**src/rtl/alu_pkg.sv**
```systemverilog
// Shared constants and types for the UART packet sequencer and its ALU link.
package alu_pkg;

  localparam logic [7:0]  OPC_ECHO = 8'hEC;
  localparam logic [7:0]  OPC_ADD  = 8'hA0;
  localparam logic [7:0]  OPC_MUL  = 8'hA1;
  localparam logic [7:0]  OPC_DIV  = 8'hA2;
  localparam logic [7:0]  ERR_BYTE = 8'hEE;
  localparam logic [15:0] HDR_LEN  = 16'd4;

  typedef enum logic [1:0] {
    ALU_ADD = 2'd0,
    ALU_MUL = 2'd1,
    ALU_DIV = 2'd2
  } alu_op_e;

  typedef enum logic [3:0] {
    HDR0,
    HDR1,
    HDR2,
    HDR3,
    ECHO,
    OPND,
    ALU_REQ,
    ALU_WAIT,
    RESP,
    DRAIN,
    ERR
  } state_e;

  // One request to the ALU core: operation plus accumulator and new operand.
  typedef struct packed {
    alu_op_e     op;
    logic [31:0] a;
    logic [31:0] b;
  } alu_req_t;

  function automatic logic is_arith(input logic [7:0] opc);
    return (opc == OPC_ADD) || (opc == OPC_MUL) || (opc == OPC_DIV);
  endfunction

  function automatic alu_op_e opcode_to_op(input logic [7:0] opc);
    case (opc)
      OPC_MUL: return ALU_MUL;
      OPC_DIV: return ALU_DIV;
      default: return ALU_ADD;
    endcase
  endfunction

endpackage

```
**src/rtl/alu_packet_ctrl_if.sv**
```systemverilog
// Byte-stream (RX/TX) and ALU request/result bundle of the packet sequencer.
interface alu_packet_ctrl_if #(
  parameter int unsigned datawidth_p  = 8,
  parameter int unsigned opnd_bytes_p = 4
);
  localparam int unsigned WordW = datawidth_p * opnd_bytes_p;

  logic [datawidth_p-1:0] rx_data_i;
  logic                   rx_valid_i;
  logic                   rx_ready_o;

  logic [datawidth_p-1:0] tx_data_o;
  logic                   tx_valid_o;
  logic                   tx_ready_i;

  logic [1:0]             alu_op_o;
  logic [WordW-1:0]       alu_a_o;
  logic [WordW-1:0]       alu_b_o;
  logic                   alu_valid_o;
  logic                   alu_ready_i;
  logic [WordW-1:0]       alu_result_i;
  logic                   alu_result_valid_i;

  // Controller side.
  modport master (
    input  rx_data_i, rx_valid_i, tx_ready_i,
    input  alu_ready_i, alu_result_i, alu_result_valid_i,
    output rx_ready_o, tx_data_o, tx_valid_o,
    output alu_op_o, alu_a_o, alu_b_o, alu_valid_o
  );

  // UART / ALU side.
  modport slave (
    output rx_data_i, rx_valid_i, tx_ready_i,
    output alu_ready_i, alu_result_i, alu_result_valid_i,
    input  rx_ready_o, tx_data_o, tx_valid_o,
    input  alu_op_o, alu_a_o, alu_b_o, alu_valid_o
  );
endinterface

```
**src/rtl/byte_word_shift.sv**
```systemverilog
// Little-endian word assembler/serialiser: bytes shift in at the top, out at the bottom.
module byte_word_shift #(
  parameter int unsigned byte_w_p = 8,
  parameter int unsigned nbytes_p = 4
) (
  input  logic                         clk_i,
  input  logic                         rst_i,
  input  logic                         clr_i,
  input  logic                         load_i,
  input  logic                         shift_in_i,
  input  logic                         shift_out_i,
  input  logic [byte_w_p-1:0]          byte_i,
  input  logic [byte_w_p*nbytes_p-1:0] word_i,
  output logic [byte_w_p*nbytes_p-1:0] word_o,
  output logic [$clog2(nbytes_p)-1:0]  cnt_o
);
  localparam int unsigned WordW = byte_w_p * nbytes_p;
  localparam int unsigned CntW  = $clog2(nbytes_p);

  logic [WordW-1:0] word_q, word_d;
  logic [CntW-1:0]  cnt_q, cnt_d;

  always_comb begin
    word_d = word_q;
    cnt_d  = cnt_q;
    if (load_i) begin
      word_d = word_i;
      cnt_d  = '0;
    end else if (clr_i) begin
      cnt_d  = '0;
    end else if (shift_in_i) begin
      word_d = {byte_i, word_q[WordW-1:byte_w_p]};
      cnt_d  = CntW'(cnt_q + 1'b1);
    end else if (shift_out_i) begin
      word_d = {byte_w_p'(0), word_q[WordW-1:byte_w_p]};
      cnt_d  = CntW'(cnt_q + 1'b1);
    end
  end

  always_ff @(posedge clk_i) begin
    if (rst_i) begin
      word_q <= '0;
      cnt_q  <= '0;
    end else begin
      word_q <= word_d;
      cnt_q  <= cnt_d;
    end
  end

  assign word_o = word_q;
  assign cnt_o  = cnt_q;

endmodule

```
**src/rtl/alu_packet_ctrl.sv**
```systemverilog
// Packet sequencer: parses framed RX commands, echoes payloads, drives the ALU
// with a running accumulator and serialises the 32-bit result to TX.
module alu_packet_ctrl
  import alu_pkg::*;
#(
  parameter int unsigned datawidth_p  = 8,
  parameter int unsigned opnd_bytes_p = 4
) (
  input  logic              clk_i,
  input  logic              rst_i,
  alu_packet_ctrl_if.master bus
);
  localparam int unsigned WordW = datawidth_p * opnd_bytes_p;
  localparam int unsigned CntW  = $clog2(opnd_bytes_p);

  state_e                 state_q;
  logic [datawidth_p-1:0] opcode_q;
  logic [datawidth_p-1:0] len_lo_q;
  logic [15:0]            rem_q;
  logic                   first_q;
  logic [WordW-1:0]       acc_q;
  logic [datawidth_p-1:0] tx_data_q;
  logic                   tx_valid_q;
  alu_req_t               req_q;
  logic                   alu_valid_q;

  logic                   rx_ready_c;
  logic                   rx_fire_c;
  logic                   tx_fire_c;
  logic [15:0]            len_c;
  logic [15:0]            rem_hdr_c;
  logic [WordW-1:0]       opnd_c;
  logic                   resp_start_c;
  logic [WordW-1:0]       resp_word_c;
  logic                   sh_clr_c;
  logic                   sh_in_c;
  logic                   sh_out_c;
  logic                   sh_last_c;
  logic [WordW-1:0]       sh_word;
  logic [CntW-1:0]        sh_cnt;

  assign rx_fire_c = bus.rx_valid_i && rx_ready_c;
  assign tx_fire_c = tx_valid_q && bus.tx_ready_i;
  assign len_c     = {bus.rx_data_i, len_lo_q};
  assign rem_hdr_c = 16'(len_c - HDR_LEN);
  assign opnd_c    = {bus.rx_data_i, sh_word[WordW-1:datawidth_p]};
  assign sh_last_c = (sh_cnt == CntW'(opnd_bytes_p - 1));

  // RX acceptance; ECHO and DRAIN stop at the packet boundary so the next header waits.
  always_comb begin
    rx_ready_c = 1'b0;
    if (!rst_i) begin
      case (state_q)
        HDR0, HDR1, HDR2, HDR3, OPND: rx_ready_c = 1'b1;
        ECHO:    rx_ready_c = (rem_q != 16'd0) && (!tx_valid_q || bus.tx_ready_i);
        DRAIN:   rx_ready_c = (rem_q != 16'd0);
        default: rx_ready_c = 1'b0;
      endcase
    end
  end

  // Shared shifter: assembles operands in OPND, serialises the result in RESP.
  always_comb begin
    resp_start_c = 1'b0;
    resp_word_c  = '0;
    sh_clr_c     = 1'b0;
    sh_in_c      = 1'b0;
    sh_out_c     = 1'b0;
    case (state_q)
      HDR3: sh_clr_c = rx_fire_c;
      OPND: begin
        if (rx_fire_c) begin
          if (sh_last_c && first_q && (rem_q == 16'd1)) begin
            resp_start_c = 1'b1;
            resp_word_c  = opnd_c;
          end else begin
            sh_in_c = 1'b1;
          end
        end
      end
      ALU_WAIT: begin
        if (bus.alu_result_valid_i && (rem_q == 16'd0)) begin
          resp_start_c = 1'b1;
          resp_word_c  = bus.alu_result_i;
        end
      end
      RESP:    sh_out_c = tx_fire_c && !sh_last_c;
      default: ;
    endcase
  end

  byte_word_shift #(
    .byte_w_p (datawidth_p),
    .nbytes_p (opnd_bytes_p)
  ) u_shift (
    .clk_i       (clk_i),
    .rst_i       (rst_i),
    .clr_i       (sh_clr_c),
    .load_i      (resp_start_c),
    .shift_in_i  (sh_in_c),
    .shift_out_i (sh_out_c),
    .byte_i      (bus.rx_data_i),
    .word_i      (WordW'(resp_word_c >> datawidth_p)),
    .word_o      (sh_word),
    .cnt_o       (sh_cnt)
  );

  // Sequencer FSM with registered TX and ALU outputs.
  always_ff @(posedge clk_i) begin
    if (rst_i) begin
      state_q     <= HDR0;
      opcode_q    <= '0;
      len_lo_q    <= '0;
      rem_q       <= '0;
      first_q     <= 1'b0;
      acc_q       <= '0;
      tx_data_q   <= '0;
      tx_valid_q  <= 1'b0;
      req_q       <= '{op: ALU_ADD, a: '0, b: '0};
      alu_valid_q <= 1'b0;
    end else begin
      case (state_q)
        HDR0: begin
          if (rx_fire_c) begin
            opcode_q <= bus.rx_data_i;
            state_q  <= HDR1;
          end
        end
        HDR1: begin
          if (rx_fire_c) state_q <= HDR2;
        end
        HDR2: begin
          if (rx_fire_c) begin
            len_lo_q <= bus.rx_data_i;
            state_q  <= HDR3;
          end
        end
        HDR3: begin
          if (rx_fire_c) begin
            rem_q   <= rem_hdr_c;
            first_q <= 1'b1;
            if (len_c < HDR_LEN) begin
              state_q    <= ERR;
              tx_data_q  <= ERR_BYTE;
              tx_valid_q <= 1'b1;
            end else if (opcode_q == OPC_ECHO) begin
              state_q <= (rem_hdr_c == 16'd0) ? HDR0 : ECHO;
            end else if (!is_arith(opcode_q) || (rem_hdr_c == 16'd0) ||
                         (rem_hdr_c[CntW-1:0] != '0)) begin
              state_q <= DRAIN;
            end else begin
              state_q <= OPND;
            end
          end
        end
        ECHO: begin
          if (rx_fire_c) begin
            tx_data_q  <= bus.rx_data_i;
            tx_valid_q <= 1'b1;
            rem_q      <= 16'(rem_q - 16'd1);
          end else if (tx_fire_c) begin
            tx_valid_q <= 1'b0;
            if (rem_q == 16'd0) state_q <= HDR0;
          end
        end
        OPND: begin
          if (rx_fire_c) begin
            rem_q <= 16'(rem_q - 16'd1);
            if (sh_last_c) begin
              if (first_q) begin
                acc_q   <= opnd_c;
                first_q <= 1'b0;
              end else begin
                req_q       <= '{op: opcode_to_op(opcode_q), a: acc_q, b: opnd_c};
                alu_valid_q <= 1'b1;
                state_q     <= ALU_REQ;
              end
            end
            if (resp_start_c) begin
              tx_data_q  <= resp_word_c[datawidth_p-1:0];
              tx_valid_q <= 1'b1;
              state_q    <= RESP;
            end
          end
        end
        ALU_REQ: begin
          if (bus.alu_ready_i) begin
            alu_valid_q <= 1'b0;
            state_q     <= ALU_WAIT;
          end
        end
        ALU_WAIT: begin
          if (bus.alu_result_valid_i) begin
            acc_q   <= bus.alu_result_i;
            state_q <= OPND;
            if (resp_start_c) begin
              tx_data_q  <= resp_word_c[datawidth_p-1:0];
              tx_valid_q <= 1'b1;
              state_q    <= RESP;
            end
          end
        end
        RESP: begin
          if (tx_fire_c) begin
            if (sh_last_c) begin
              tx_valid_q <= 1'b0;
              state_q    <= HDR0;
            end else begin
              tx_data_q <= sh_word[datawidth_p-1:0];
            end
          end
        end
        DRAIN: begin
          if (rem_q == 16'd0) begin
            tx_data_q  <= ERR_BYTE;
            tx_valid_q <= 1'b1;
            state_q    <= ERR;
          end else if (rx_fire_c) begin
            rem_q <= 16'(rem_q - 16'd1);
          end
        end
        ERR: begin
          if (tx_fire_c) begin
            tx_valid_q <= 1'b0;
            state_q    <= HDR0;
          end
        end
        default: state_q <= HDR0;
      endcase
    end
  end

  assign bus.rx_ready_o  = rx_ready_c;
  assign bus.tx_data_o   = tx_data_q;
  assign bus.tx_valid_o  = tx_valid_q;
  assign bus.alu_op_o    = req_q.op;
  assign bus.alu_a_o     = req_q.a;
  assign bus.alu_b_o     = req_q.b;
  assign bus.alu_valid_o = alu_valid_q;

endmodule

```
**src/flat_wrapper.sv**
```systemverilog
// flat-port wrapper written by rule: the top's interface ports become plain ports
module alu_packet_ctrl_flat import alu_pkg::*;
#(
  parameter int unsigned datawidth_p  = 8,
  parameter int unsigned opnd_bytes_p = 4
)
  (clk_i, rst_i, bus_rx_data_i, bus_rx_valid_i, bus_tx_ready_i, bus_alu_ready_i, bus_alu_result_i, bus_alu_result_valid_i, bus_rx_ready_o, bus_tx_data_o, bus_tx_valid_o, bus_alu_op_o, bus_alu_a_o, bus_alu_b_o, bus_alu_valid_o);
  alu_packet_ctrl_if #(.datawidth_p(datawidth_p), .opnd_bytes_p(opnd_bytes_p)) bus_i ();
  input  logic clk_i;
  input  logic rst_i;
  input wire logic [$bits(bus_i.rx_data_i)-1:0] bus_rx_data_i;
  input wire logic [$bits(bus_i.rx_valid_i)-1:0] bus_rx_valid_i;
  input wire logic [$bits(bus_i.tx_ready_i)-1:0] bus_tx_ready_i;
  input wire logic [$bits(bus_i.alu_ready_i)-1:0] bus_alu_ready_i;
  input wire logic [$bits(bus_i.alu_result_i)-1:0] bus_alu_result_i;
  input wire logic [$bits(bus_i.alu_result_valid_i)-1:0] bus_alu_result_valid_i;
  output wire logic [$bits(bus_i.rx_ready_o)-1:0] bus_rx_ready_o;
  output wire logic [$bits(bus_i.tx_data_o)-1:0] bus_tx_data_o;
  output wire logic [$bits(bus_i.tx_valid_o)-1:0] bus_tx_valid_o;
  output wire logic [$bits(bus_i.alu_op_o)-1:0] bus_alu_op_o;
  output wire logic [$bits(bus_i.alu_a_o)-1:0] bus_alu_a_o;
  output wire logic [$bits(bus_i.alu_b_o)-1:0] bus_alu_b_o;
  output wire logic [$bits(bus_i.alu_valid_o)-1:0] bus_alu_valid_o;
  assign bus_i.rx_data_i = bus_rx_data_i;
  assign bus_i.rx_valid_i = bus_rx_valid_i;
  assign bus_i.tx_ready_i = bus_tx_ready_i;
  assign bus_i.alu_ready_i = bus_alu_ready_i;
  assign bus_i.alu_result_i = bus_alu_result_i;
  assign bus_i.alu_result_valid_i = bus_alu_result_valid_i;
  assign bus_rx_ready_o = bus_i.rx_ready_o;
  assign bus_tx_data_o = bus_i.tx_data_o;
  assign bus_tx_valid_o = bus_i.tx_valid_o;
  assign bus_alu_op_o = bus_i.alu_op_o;
  assign bus_alu_a_o = bus_i.alu_a_o;
  assign bus_alu_b_o = bus_i.alu_b_o;
  assign bus_alu_valid_o = bus_i.alu_valid_o;
  alu_packet_ctrl #(.datawidth_p(datawidth_p), .opnd_bytes_p(opnd_bytes_p)) u_core (.clk_i(clk_i), .rst_i(rst_i), .bus(bus_i));
endmodule
```
**config.mk**
```make
export PLATFORM = sky130hd
export DESIGN_NAME = alu_packet_ctrl_flat
export DESIGN_NICKNAME = d
export VERILOG_FILES = /design/src/rtl/alu_pkg.sv /design/src/rtl/alu_packet_ctrl_if.sv /design/src/rtl/byte_word_shift.sv /design/src/rtl/alu_packet_ctrl.sv /design/src/flat_wrapper.sv
export SDC_FILE = /design/constraint.sdc
export NUM_CORES = 1
export LEC_CHECK = 0
export CAP_MARGIN = 40
export CORE_MARGIN = 5
export CORE_UTILIZATION = 45
export CTS_BUF_LIST = sky130_fd_sc_hd__clkbuf_4
export CTS_CLUSTER_DIAMETER = 30
export DETAILED_ROUTE_END_ITERATION = 16
export HOLD_SLACK_MARGIN = 0.15
export PLACE_DENSITY = 0.74
export SETUP_SLACK_MARGIN = 0.2
export SYNTH_ARGS = -nofsm -noshare
export SYNTH_HDL_FRONTEND = slang
export SYNTH_SLANG_ARGS = --single-unit
```
**constraint.sdc**
```tcl
create_clock -name clk_i -period 3 [get_ports clk_i]
set_input_delay 0.75 -clock clk_i [delete_from_list [all_inputs] [get_ports clk_i]]
set_output_delay 0.75 -clock clk_i [all_outputs]
set_load 0.01 [all_outputs]
```
# After elaboration in Yosys (flattened, before gate mapping)
# Cells that the tools add are included.
dict set report totals {
  register_bits 179
  elab_cells 188
  in_bits 46
  out_inout_bits 77
}
dict set report classes {
  n_reduce_logical 44
  add_sub_neg 3
  n_bitwise 2
  muxes 83
  magnitude_cmp 1
  eq_ne 40
}
# op n
set ops {}
lappend ops {{$mux W32} 9}
lappend ops {{$pmux W32 S2} 2}
lappend ops {{$mux W4} 21}
lappend ops {{$mux W8} 9}
lappend ops {{$mux W16} 3}
lappend ops {{$mux W24} 2}
lappend ops {{$pmux W16 S3} 1}
lappend ops {{$pmux W8 S6} 1}
lappend ops {{$pmux W4 S11} 1}
lappend ops {{$eq A8 B8 Y1 const B} 4}
lappend ops {{$logic_not A16 Y1} 2}
lappend ops {{$ne A2 B1 Y1 const B} 16}
lappend ops {{$mux W1} 25}
lappend ops {{$eq A16 B1 Y1 const B} 1}
lappend ops {{$eq A4 B3 Y1 const B} 4}
lappend ops {{$lt A16 B3 Y1 const B} 1}
lappend ops {{$reduce_and A16 Y1} 1}
lappend ops {{$reduce_bool A16 Y1} 1}
lappend ops {{$sub A16 B1 Y16 const B} 1}
lappend ops {{$sub A16 B3 Y16 const B} 1}
lappend ops {{$eq A4 B4 Y1 const B} 3}
lappend ops {{$ne A2 B2 Y1 const B} 6}
lappend ops {{$reduce_and A5 Y1} 2}
lappend ops {{$reduce_bool A2 Y1} 5}
lappend ops {{28 further kinds} 51}

# Longest topological paths before layout
# Gate-level depths: netlist of run 1.
dict set report logic_depth {
  depth_word 11
  depth_mapped 10
  mapped_depth_nobuf 8
}

# Modules after synthesis
# Synthesis of run 1 repeated with hierarchy kept, for this count alone.
dict set report unflattened {
  hier_cells 1140
  area_unflattened_um2 8927.3
}
# mod area_per_inst_um2 cells_each seq_area_each_um2 instances
set modules_own_cells {}
lappend modules_own_cells {alu_packet_ctrl 7297.0 960 2902.8 1}
lappend modules_own_cells {byte_word_shift 1630.3 180 680.7 1}

# Worst setup path before layout of run 1
# OpenSTA, ideal clock, no wires.
dict set report synth_timing {
  kind {input -> register}
  start {in bus_rx_data_i[0]}
  end {reg u_core.tx_data_q[0] (netlist: u_core.bus.tx_data_o[0])}
  setup_ns 0.070
  path_slack_ns 0.381
  stages 7
  arrival_time_ns 2.548
  required_ns 2.930
  path_buffers 1
  path_cell_list {clkbuf_1 nor3_1 nand4_1 nand2_1 o211ai_1 or3_1 a21oi_1}
}
dict set report synth_via {
  elab_chain_cells 3
}
# element line
set synth_lines {}
lappend synth_lines {{start, declared} flat_wrapper.sv:11} ;# input wire logic [$bits(bus_i.rx_data_i)-1:0] bus_rx_data_i;
lappend synth_lines {{$lt A16 B3 Y1} alu_packet_ctrl.sv:142} ;# if (len_c < HDR_LEN) begin
lappend synth_lines {{$ne A2 B1 Y1 (no source line)} -}
lappend synth_lines {{$reduce_and A9 Y1 (no source line)} -}
lappend synth_lines {{end signal, assigned} alu_packet_ctrl.sv:158} ;# tx_data_q <= bus.rx_data_i;
lappend synth_lines {{end signal, assigned} alu_packet_ctrl.sv:180} ;# tx_data_q <= resp_word_c[datawidth_p-1:0];
lappend synth_lines {{end signal, assigned} alu_packet_ctrl.sv:197} ;# tx_data_q <= resp_word_c[datawidth_p-1:0];
lappend synth_lines {{end, declared} alu_packet_ctrl.sv:22} ;# logic [datawidth_p-1:0] tx_data_q;
# Parallel ways exist; a longest one is shown, timed or not. The select of a mux whose other input is x is not followed.
# A chain may end at the register's enable or synchronous reset.

# Worst setup path in the final report of run 1
dict set report layout_timing {
  start {reg u_core.rem_q[1]}
  end {out bus_rx_ready_o}
}
dict set report layout_via {
  elab_chain_cells 4
}
# element line
set layout_lines {}
lappend layout_lines {{start, declared} alu_packet_ctrl.sv:19} ;# logic [15:0] rem_q;
lappend layout_lines {{start signal, assigned} alu_packet_ctrl.sv:140} ;# rem_q <= rem_hdr_c;
lappend layout_lines {{start signal, assigned} alu_packet_ctrl.sv:160} ;# rem_q <= 16'(rem_q - 16'd1);
lappend layout_lines {{start signal, assigned} alu_packet_ctrl.sv:168} ;# rem_q <= 16'(rem_q - 16'd1);
lappend layout_lines {{$reduce_bool A16 Y1 (*)} {alu_packet_ctrl.sv:55, alu_packet_ctrl.sv:56}}
lappend layout_lines {{$logic_and A1 B1 Y1} alu_packet_ctrl.sv:55} ;# ECHO: rx_ready_c = (rem_q != 16'd0) && (!tx_valid_q || bus.tx_ready_i);
lappend layout_lines {{$pmux W1 S3 (*)} alu_packet_ctrl.sv:53} ;# case (state_q)
lappend layout_lines {{$mux W1 (*)} alu_packet_ctrl.sv:52} ;# if (!rst_i) begin
lappend layout_lines {{end, declared} flat_wrapper.sv:17} ;# output wire logic [$bits(bus_i.rx_ready_o)-1:0] bus_rx_ready_o;
# Every way passes the cells marked *; elsewhere a longest branch is shown, timed or not.

==> metrics, run 1 <==
syn_area_per_cell 7.759 µm²; n_diodes 0; Final #Nets 1301; Residual DRC 0; synthesized area 8690 µm²; drt pass-1 iters 5; WS Path Type reg2out; Leak Pwr 0.003694 µW; Yosys warning count 0; crit end category primary output; Layout Cells excl Fill 1523; Yosys cell types 69; Worst IR Drop VDD 0.0002945 V; Skew-Pair Late Insertion Delay 0.59 ns; Final HPWL DP 18850 µm; pre-CTS setup slack -0.2114 ns; Initial Util 0.4615; Power Density 375.2 nW/µm²; commonest non-fill, non-tap cells in the layout nand2_1, dfxtp_1, a21oi_1; number of cells produced by synthesis 1120; final worst-path cycle share 1.032; first-pass GRT wire length 43590 µm; Synth async-reset ratio 0; setup slack, reg-to-reg 0 ns; Slew Limit Fails 0; htree depth 4; status finished, violations left; Final Util 0.5929; synth top area cells dfxtp_1, nand2_1, a21oi_1, nor2_1, a311oi_1; crit-path max FO 2; Final Hold Viols 0; Die ar. 22190 µm²; PnR Total Power 4189 µW; antenna viol nets, final 0; most common cell after layout, fill and taps aside nand2_1; vias per std cell 5.930; CP top delay family buffers and inverters; number of synthesized flops with an enable pin 0; Initial DRC Count 865; via count 9031; slowest stage delay, CP 0.36 ns; DP Area 10420 µm²; Setup violations, final 2; CP cell instances inv_2 > ha_4 > nor3b_2 > buf_4 > nand4_1 > buf_4 > a221oi_4 > nor2_1 > buf_2; CTS Buf Count 17; Crit path required time 2.25 ns; WL per Instance 18.57 µm; skew final 0.02564 ns; Final min period 3.095 ns; CORE AREA 18830 µm²; remaining global-route overflow 0; routed wire length 28290 µm; CP Buf/Inv Count 4; Worst-path clk slew 0.16 ns; Fmax 323.1 MHz; die width 149.0 µm; Post-synth top flop dfxtp_1; RePlAce Congestion 0.9026; row count 50; Tightest Hold Check Type reg2reg; post-route cell area 11160 µm²; Rel. slew slack 0.3765; Synth-to-Final Area Change 28.48%; Top Ports 123; GRT Total Usage 0.2428; failing checks setup timing; fraction of layout cells with a size suffix above 1 0.1386; Startpoint Class flop; CTS sink cnt 179; vias in the first global route 8115; CTS root buffer clkbuf_4; cell with the most instances on the worst path buf_4; maxcap violations 0; CTS tree yes; Clock Tree Buf Depth 2; Placed Cells 1465; worst slew pin tran 0.9223 ns; top-area cell type share of the netlist area 0.4124; area leader, netlist dfxtp_1; Seq/Total Area, Yosys 0.4124; largest net degree at the start of global routing 68; initial antenna violation count 0; fill cell count 1710; RSZ-0062 raised after global routing yes; Worst EP arrival 2.35 ns; slowest stage cell on the critical path dfxtp_2; post-synthesis sequential element count 179; Syn Nets 1171; PortBufs 122; Die Y 149.0 µm; setup ws final -0.09541 ns
==> layer usage <==
metal  share of wire  vias up  track usage  routed length [µm]
li1                -     4272            -                   -
met5               0        -            0                   0
met3           0.076       57      0.04649                2140
met2            0.48      393       0.3935               13480
met1            0.43     4309       0.3307               12100
met4           0.020        0      0.07002                 566
==> path summary, 6_finish.rpt <==
kind,from,endpoint,cells past startpoint
max,u_core.rem_q[1],bus_rx_ready_o,9
max reg2reg,u_core.rem_q[1],u_core.u_shift.word_o[15],12
min reg2reg,u_core.acc_q[31],u_core.bus.alu_a_o[31],2
min,u_core.acc_q[31],u_core.bus.alu_a_o[31],2
==> cell type report <==
type / instances / area (µm²) / share of cell area
sequential: 179 / 3595 / 0.3220
timing repair buffer: 205 / 1982 / 0.1775
clock inverter: 15 / 180.2 / 0.01614
inverter: 13 / 48.80 / 0.004371
multi-input combinational: 834 / 4906 / 0.4394
tap: 260 / 325.3 / 0.02914
clock buffer: 17 / 127.6 / 0.01143
==> what timing repair did <==
| item | CTS | global route |
|---|---|---|
| hold endpoints to repair | 0 | 0 |
| resized for setup | 28 | 25 |
| hold buffers | 0 | 0 |
| buffers inserted | 17 | 8 |
| setup endpoints to repair | 9 | 42 |
| cloned | 1 | 0 |
| pin swaps | 9 | 17 |
==> stage by stage <==
stage	TNS (ns)	hold slack, ns
after CTS	0	0.4510
after detailed placement	-0.2114	0.4439
after global placement	-0.1995	0.4401
final	-0.09962	0.4538
after floorplan	0	0.4323
after global routing	-2.093	0.4762
==> power breakdown <==
group	internal [µW]	switching [µW]	total, µW	leakage (µW)
clock	585	890	1470	0.000164
sequential	2390	13.8	2400	0.00145
combinational	133	182	315	0.00208
total	3100	1090	4190	0.00369
==> state kept, by name, summed over array words and instances (netlist names), 4 cells and up <==
signal / cells
u_core.bus.alu_b_o: 32
u_core.bus.alu_a_o: 32
u_core.rem_q: 16
u_core.len_lo_q: 8
u_core.u_shift.word_o: 32
u_core.state_q: 4
u_core.acc_q: 32
u_core.opcode_q: 8
u_core.bus.tx_data_o: 8
==> cell families (layout without fill, tap and decap cells) <==
logic type | count (synthesis) | count (layout) | share of synthesized area
compound gates | 339 | 339 | 0.2641
xor+xnor | 10 | 10 | 0.01008
fa+ha+maj | 5 | 5 | 0.007199
buf+inv | 107 | 250 | 0.04953
flops | 179 | 179 | 0.4124
mux | 15 | 15 | 0.01728
simple gates | 465 | 465 | 0.2395
==> cells in the mapped netlist, drive strengths merged, types with 2 or more instances <==
cell type / count
nand2: 242
dfxtp: 179
a21oi: 138
nor2: 111
clkbuf: 76
o21ai: 40
a311oi: 38
a211oi: 36
nor3: 19
a22o: 18
buf: 18
nand3: 18
mux2i: 15
a31oi: 13
inv: 13
nor4: 10
nand2b: 9
nand4: 9
o32ai: 9
or3: 8
a22oi: 7
a32oi: 7
or4: 7
o211ai: 6
xor2: 6
ha: 5
and3: 4
nand3b: 4
nand4b: 4
nor3b: 4
o31ai: 4
xnor2: 4
a21o: 3
a221oi: 3
nor2b: 3
o21a: 3
a2bb2oi: 2
nor4b: 2
nor4bb: 2
o22ai: 2
or2: 2
or3b: 2
==> tightest hold or removal path: stages (launching register included) <==
cell	delay (ns)
dfxtp_1	0.34
nand2_1	0.05
a21oi_1	0.05
(Power assumes the default switching activity.)
==> run 2: changes to the inputs <==
--- a/config.mk
+++ b/config.mk
@@ -12,8 +12,9 @@
 export CTS_CLUSTER_DIAMETER = 30
 export DETAILED_ROUTE_END_ITERATION = 16
 export HOLD_SLACK_MARGIN = 0.15
-export PLACE_DENSITY = 0.74
+export PLACE_DENSITY = 0.79
 export SETUP_SLACK_MARGIN = 0.2
 export SYNTH_ARGS = -nofsm -noshare
 export SYNTH_HDL_FRONTEND = slang
 export SYNTH_SLANG_ARGS = --single-unit
+export TNS_END_PERCENT = 1
==> run 2 against run 1 <==
The flow now finishes without violations. Design area fell by 2.3%. Worst hold slack improved by 0.0098 ns. Die area did not move. Maximum frequency rose by 5.0%. Sequential power barely moved. Critical endpoint unchanged. Largest power group unchanged.
==> metrics, run 2 (synthesis results as in run 1) <==
Clock Tree Buf Depth 2; Skew-Pair Late Insertion Delay 0.58 ns; CTS Buf Count 17; vias per std cell 5.852; combinational share of power 0.072; Initial DRC Count 960; row count 50; slowest stage delay, CP 0.39 ns; Worst IR Drop VDD 0.0002937 V; routed wire length 27050 µm; Fmax 339.4 MHz; GRT Total Usage 0.2364; Synth-to-Final Area Change 25.54%; fraction of layout cells with a size suffix above 1 0.1192; Die Y 149.0 µm; sw frac 0.2647; Slew Limit Fails 0; drt pass-1 iters 8; Worst-path clk slew 0.16 ns; worst slew pin tran 0.9040 ns; largest net degree at the start of global routing 82; initial antenna violation count 1; PnR Total Power 4101 µW; Layout Cells excl Fill 1511; die width 149.0 µm; crit-path max FO 5; first-pass GRT wire length 42550 µm; final worst-path cycle share 0.9822; crit end category primary output; Initial Util 0.4615; sequential share of power 0.585; CTS tree yes; WL per Instance 17.90 µm; RePlAce Congestion 0.9358; Power Density 375.9 nW/µm²; Rel. slew slack 0.3973; CP cell instances inv_2 > ha_4 > nor3b_2 > buf_4 > a41oi_2 > a221oi_2 > nor2_1 > buf_2; Top Ports 123; Final min period 2.947 ns; htree depth 4; Power Internal 3015 µW; Net Switching 1085 µW; Startpoint Class flop; PortBufs 122; Crit path required time 2.25 ns; Worst EP arrival 2.20 ns; most common cell after layout, fill and taps aside nand2_1; skew final 0.01894 ns; Final #Nets 1288; via count 8843; RSZ-0062 raised after global routing yes; remaining global-route overflow 0; Residual DRC 0; Leak Pwr 0.003588 µW; antenna viol nets, final 0; share of total power in the clock network 0.343; Tightest Hold Check Type reg2reg; slowest stage cell on the critical path a221oi_2; Die ar. 22190 µm²; CTS root buffer clkbuf_4; commonest non-fill, non-tap cells in the layout nand2_1, dfxtp_1, a21oi_1; Setup violations, final 0; maxcap violations 0; WS Path Type reg2out; vias in the first global route 8006; cts hold-fix bufs 0; Final HPWL DP 18690 µm; Final Hold Viols 0; status finished clean; CORE AREA 18830 µm²; Placed Cells 1468; CTS sink cnt 179
==> run 2: power by group through the flow <==
stage,clock (µW),sequential [µW],combinational (µW)
2_1_floorplan,0,2450,141
6_report,1410,2400,295
3_3_place_gp,0,2450,281
5_1_grt,1530,2400,313
4_1_cts,1420,2400,287
3_5_place_dp,0,2450,285
==> run 2: layer usage <==
| metal | routed length [µm] | vias to the layer above | GRT usage |
|---|---|---|---|
| li1 | - | 4243 | - |
| met3 | 2427 | 56 | 0.05743 |
| met1 | 11470 | 4141 | 0.3196 |
| met4 | 483 | 0 | 0.05721 |
| met5 | 0 | - | 0 |
| met2 | 12670 | 403 | 0.3822 |
==> run 2: layout make-up <==
cell class                      instances  area (µm²)
Antenna cell                            1       2.502
Clock buffer                           17       127.6
Clock inverter                         15       156.4
Fill cell                            1703        7921
Inverter                               13       48.80
Multi-Input combinational cell        834        4781
Sequential cell                       179        3588
Tap cell                              260       325.3
Timing Repair Buffer                  192        1879
==> run 2: path summary, 6_finish.rpt <==
check,from,end,slack (ns),depth (start not counted)
setup reg to reg,u_core.rem_q[1],u_core.bus.tx_data_o[4],0.26,10
hold / removal,u_core.bus.alu_a_o[6],u_core.bus.alu_a_o[6],0.46,2
setup / recovery,u_core.rem_q[0],bus_rx_ready_o,0.05,8
hold reg to reg,u_core.bus.alu_a_o[6],u_core.bus.alu_a_o[6],0.46,2
==> run 2: timing repair <==
action / 4_1_cts / 5_1_grt
gates resized for setup: 15 / 7
endpoints found under the setup margin: 9 / 49
setup buffers: 7 / 3
pin swaps: 4 / 6
gates cloned: 0 / 0
==> run 2: metrics by stage <==
stage	hold WS [ns]	utilization	setup WS [ns]	setup TNS, ns	area (µm²)
after global placement	0.4409	0.5544	-0.2372	-0.2372	10440
final	0.4637	0.5793	0.05332	0	10910
after detailed placement	0.4447	0.5565	-0.2652	-0.2652	10480
after global routing	0.4820	0.5793	-0.09046	-0.09046	10910
after floorplan	0.4323	-	0.3814	0	8690
after CTS	0.4651	0.5764	0.03376	0	10850
==> run 2: critical path: cells and delay by family, from the launching register on <==
kind,cells,cell delay (ns)
buf+inv,3,0.40
compound gates,2,0.49
simple gates,2,0.24
flops,1,0.36
fa+ha+maj,1,0.14
==> run 3: changes to the inputs <==
--- a/config.mk
+++ b/config.mk
@@ -6,13 +6,15 @@
 export NUM_CORES = 1
 export LEC_CHECK = 0
 export CAP_MARGIN = 40
+export CELL_PAD_IN_SITES_DETAIL_PLACEMENT = 0
+export CELL_PAD_IN_SITES_GLOBAL_PLACEMENT = 1
 export CORE_MARGIN = 5
-export CORE_UTILIZATION = 45
+export CORE_UTILIZATION = 42
 export CTS_BUF_LIST = sky130_fd_sc_hd__clkbuf_4
 export CTS_CLUSTER_DIAMETER = 30
 export DETAILED_ROUTE_END_ITERATION = 16
 export HOLD_SLACK_MARGIN = 0.15
-export PLACE_DENSITY = 0.79
+export PLACE_DENSITY = 0.94
 export SETUP_SLACK_MARGIN = 0.2
 export SYNTH_ARGS = -nofsm -noshare
 export SYNTH_HDL_FRONTEND = slang
==> run 3 against run 2 <==
Clock skew up 0.0062 ns. Worst setup slack got worse by 0.037 ns. Sequential share of layout area fell by 0.14 points. Count of clock-buffer cells in the layout stayed put. Highest routed layer unchanged. Critical path type is now in2out.
==> metrics, run 3 (synthesis results as in run 1) <==
status finished clean; Die ar. 23670 µm²; vias in the first global route 7847; CORE AREA 20300 µm²; via count 8886; PortBufs 122; antenna viol nets, final 0; DP Area 10480 µm²; Power Internal 3096 µW; RSZ-0062 raised after global routing yes; met2 usage 0.3599; Worst EP arrival 2.23 ns; CTS sink cnt 179; Final HPWL DP 19090 µm; first-pass GRT wire length 42970 µm; Leak Pwr 0.003612 µW; CTS root buffer clkbuf_4; Crit path required time 2.25 ns; CTS tree yes; Top Ports 123; die width 153.8 µm; pre-CTS setup slack -0.2739 ns; WS Path Type in2out; skew final 0.02517 ns; Final Hold Viols 0; Rel. slew slack 0.5394; Final min period 2.983 ns; Final #Nets 1289; Net Switching 1077 µW; RePlAce Congestion 0.9550; Initial Util 0.4281; WL per Instance 18.31 µm; sequential share of power 0.574; drt pass-1 iters 5; crit-path max FO 2; Slew Limit Fails 0; setup ws final 0.01654 ns; worst slew pin tran 0.6909 ns; row count 52; Startpoint Class input pin; routed wire length 27880 µm; Worst-path clk slew 0.16 ns; GRT Total Usage 0.2235; crit end category primary output; combinational share of power 0.072; PnR Total Power 4173 µW; M1 GR Usage 0.3067; Initial DRC Count 711; sw frac 0.2580; initial antenna violation count 1; remaining global-route overflow 0; cts hold-fix bufs 0; commonest non-fill, non-tap cells in the layout nand2_1, dfxtp_1, a21oi_1; Worst IR Drop VDD 0.0002661 V; final worst-path cycle share 0.9945; Residual DRC 0; largest net degree at the start of global routing 80; Power Density 380.1 nW/µm²; Synth-to-Final Area Change 26.34%; Setup violations, final 0; Clock Tree Buf Depth 2; post-route cell area 10980 µm²; setup slack, reg-to-reg 0.12 ns; share of total power in the clock network 0.354; CTS Buf Count 17; Tightest Hold Check Type reg2reg; most common cell after layout, fill and taps aside nand2_1; maxcap violations 0; GR Util met3 0.05424; Fmax 335.2 MHz; htree depth 4; Die Y 153.8 µm; grt peak-use layer met2; Skew-Pair Late Insertion Delay 0.58 ns; vias per std cell 5.835; fraction of layout cells with a size suffix above 1 0.1215
-- run 3: worst max-delay path, stage by stage --
cell             delay, ns
clkdlybuf4s50_1       0.44
nor2b_1               0.34
a41oi_4               0.08
a221oi_4              0.40
nor2_1                0.07
buf_2                 0.15
-- run 3: cell type report --
type / count / area, µm²
clock inverters: 15 / 180.2
inverters: 13 / 48.80
diodes: 2 / 5.005
flip-flops and latches: 179 / 3596
multi-input cells: 834 / 4830
fillers: 1956 / 9321
clock buffers: 17 / 127.6
well taps: 270 / 337.8
repair buffers: 193 / 1853
-- run 3: repair_timing --
| item | CTS | global route |
|---|---|---|
| pin swaps | 4 | 6 |
| gates cloned | 0 | 0 |
| setup endpoints to repair | 9 | 41 |
| buffers inserted | 6 | 2 |
| gates resized for setup | 15 | 17 |
-- run 3: path summary, 6_finish.rpt --
kind	startpoint	to	cells after the start
hold reg to reg	u_core.acc_q[7]	u_core.bus.alu_a_o[7]	2
setup reg to reg	u_core.rem_q[1]	u_core.u_shift.word_o[14]	12
hold / removal	u_core.acc_q[7]	u_core.bus.alu_a_o[7]	2
setup / recovery	bus_tx_ready_i	bus_rx_ready_o	6
-- run 3: metal layers --
layer,wire (µm),part of all wire
met4,445,0.016
met2,13010,0.47
met5,0,0
met1,12100,0.43
met3,2328,0.084
-- run 3: per-stage QoR --
stage / hold WS (ns) / std cells / utilization / TNS [ns]
5_1_grt: 0.4363 / 1523 / 0.5408 / -0.1306
2_1_floorplan: 0.4323 / 1120 / - / 0
4_1_cts: 0.4379 / 1519 / 0.5356 / 0
3_5_place_dp: 0.4430 / 1481 / 0.5161 / -0.2739
6_report: 0.4465 / 1523 / 0.5408 / 0
3_3_place_gp: 0.4381 / 1479 / 0.5142 / -0.2418
-- run 3: power by group through the flow --
stage	Combinational [µW]	Sequential [µW]	Clock, µW
after floorplan	141	2450	0
after global placement	286	2450	0
after detailed placement	290	2450	0
after CTS	293	2400	1510
after global routing	317	2400	1590
final	300	2400	1480
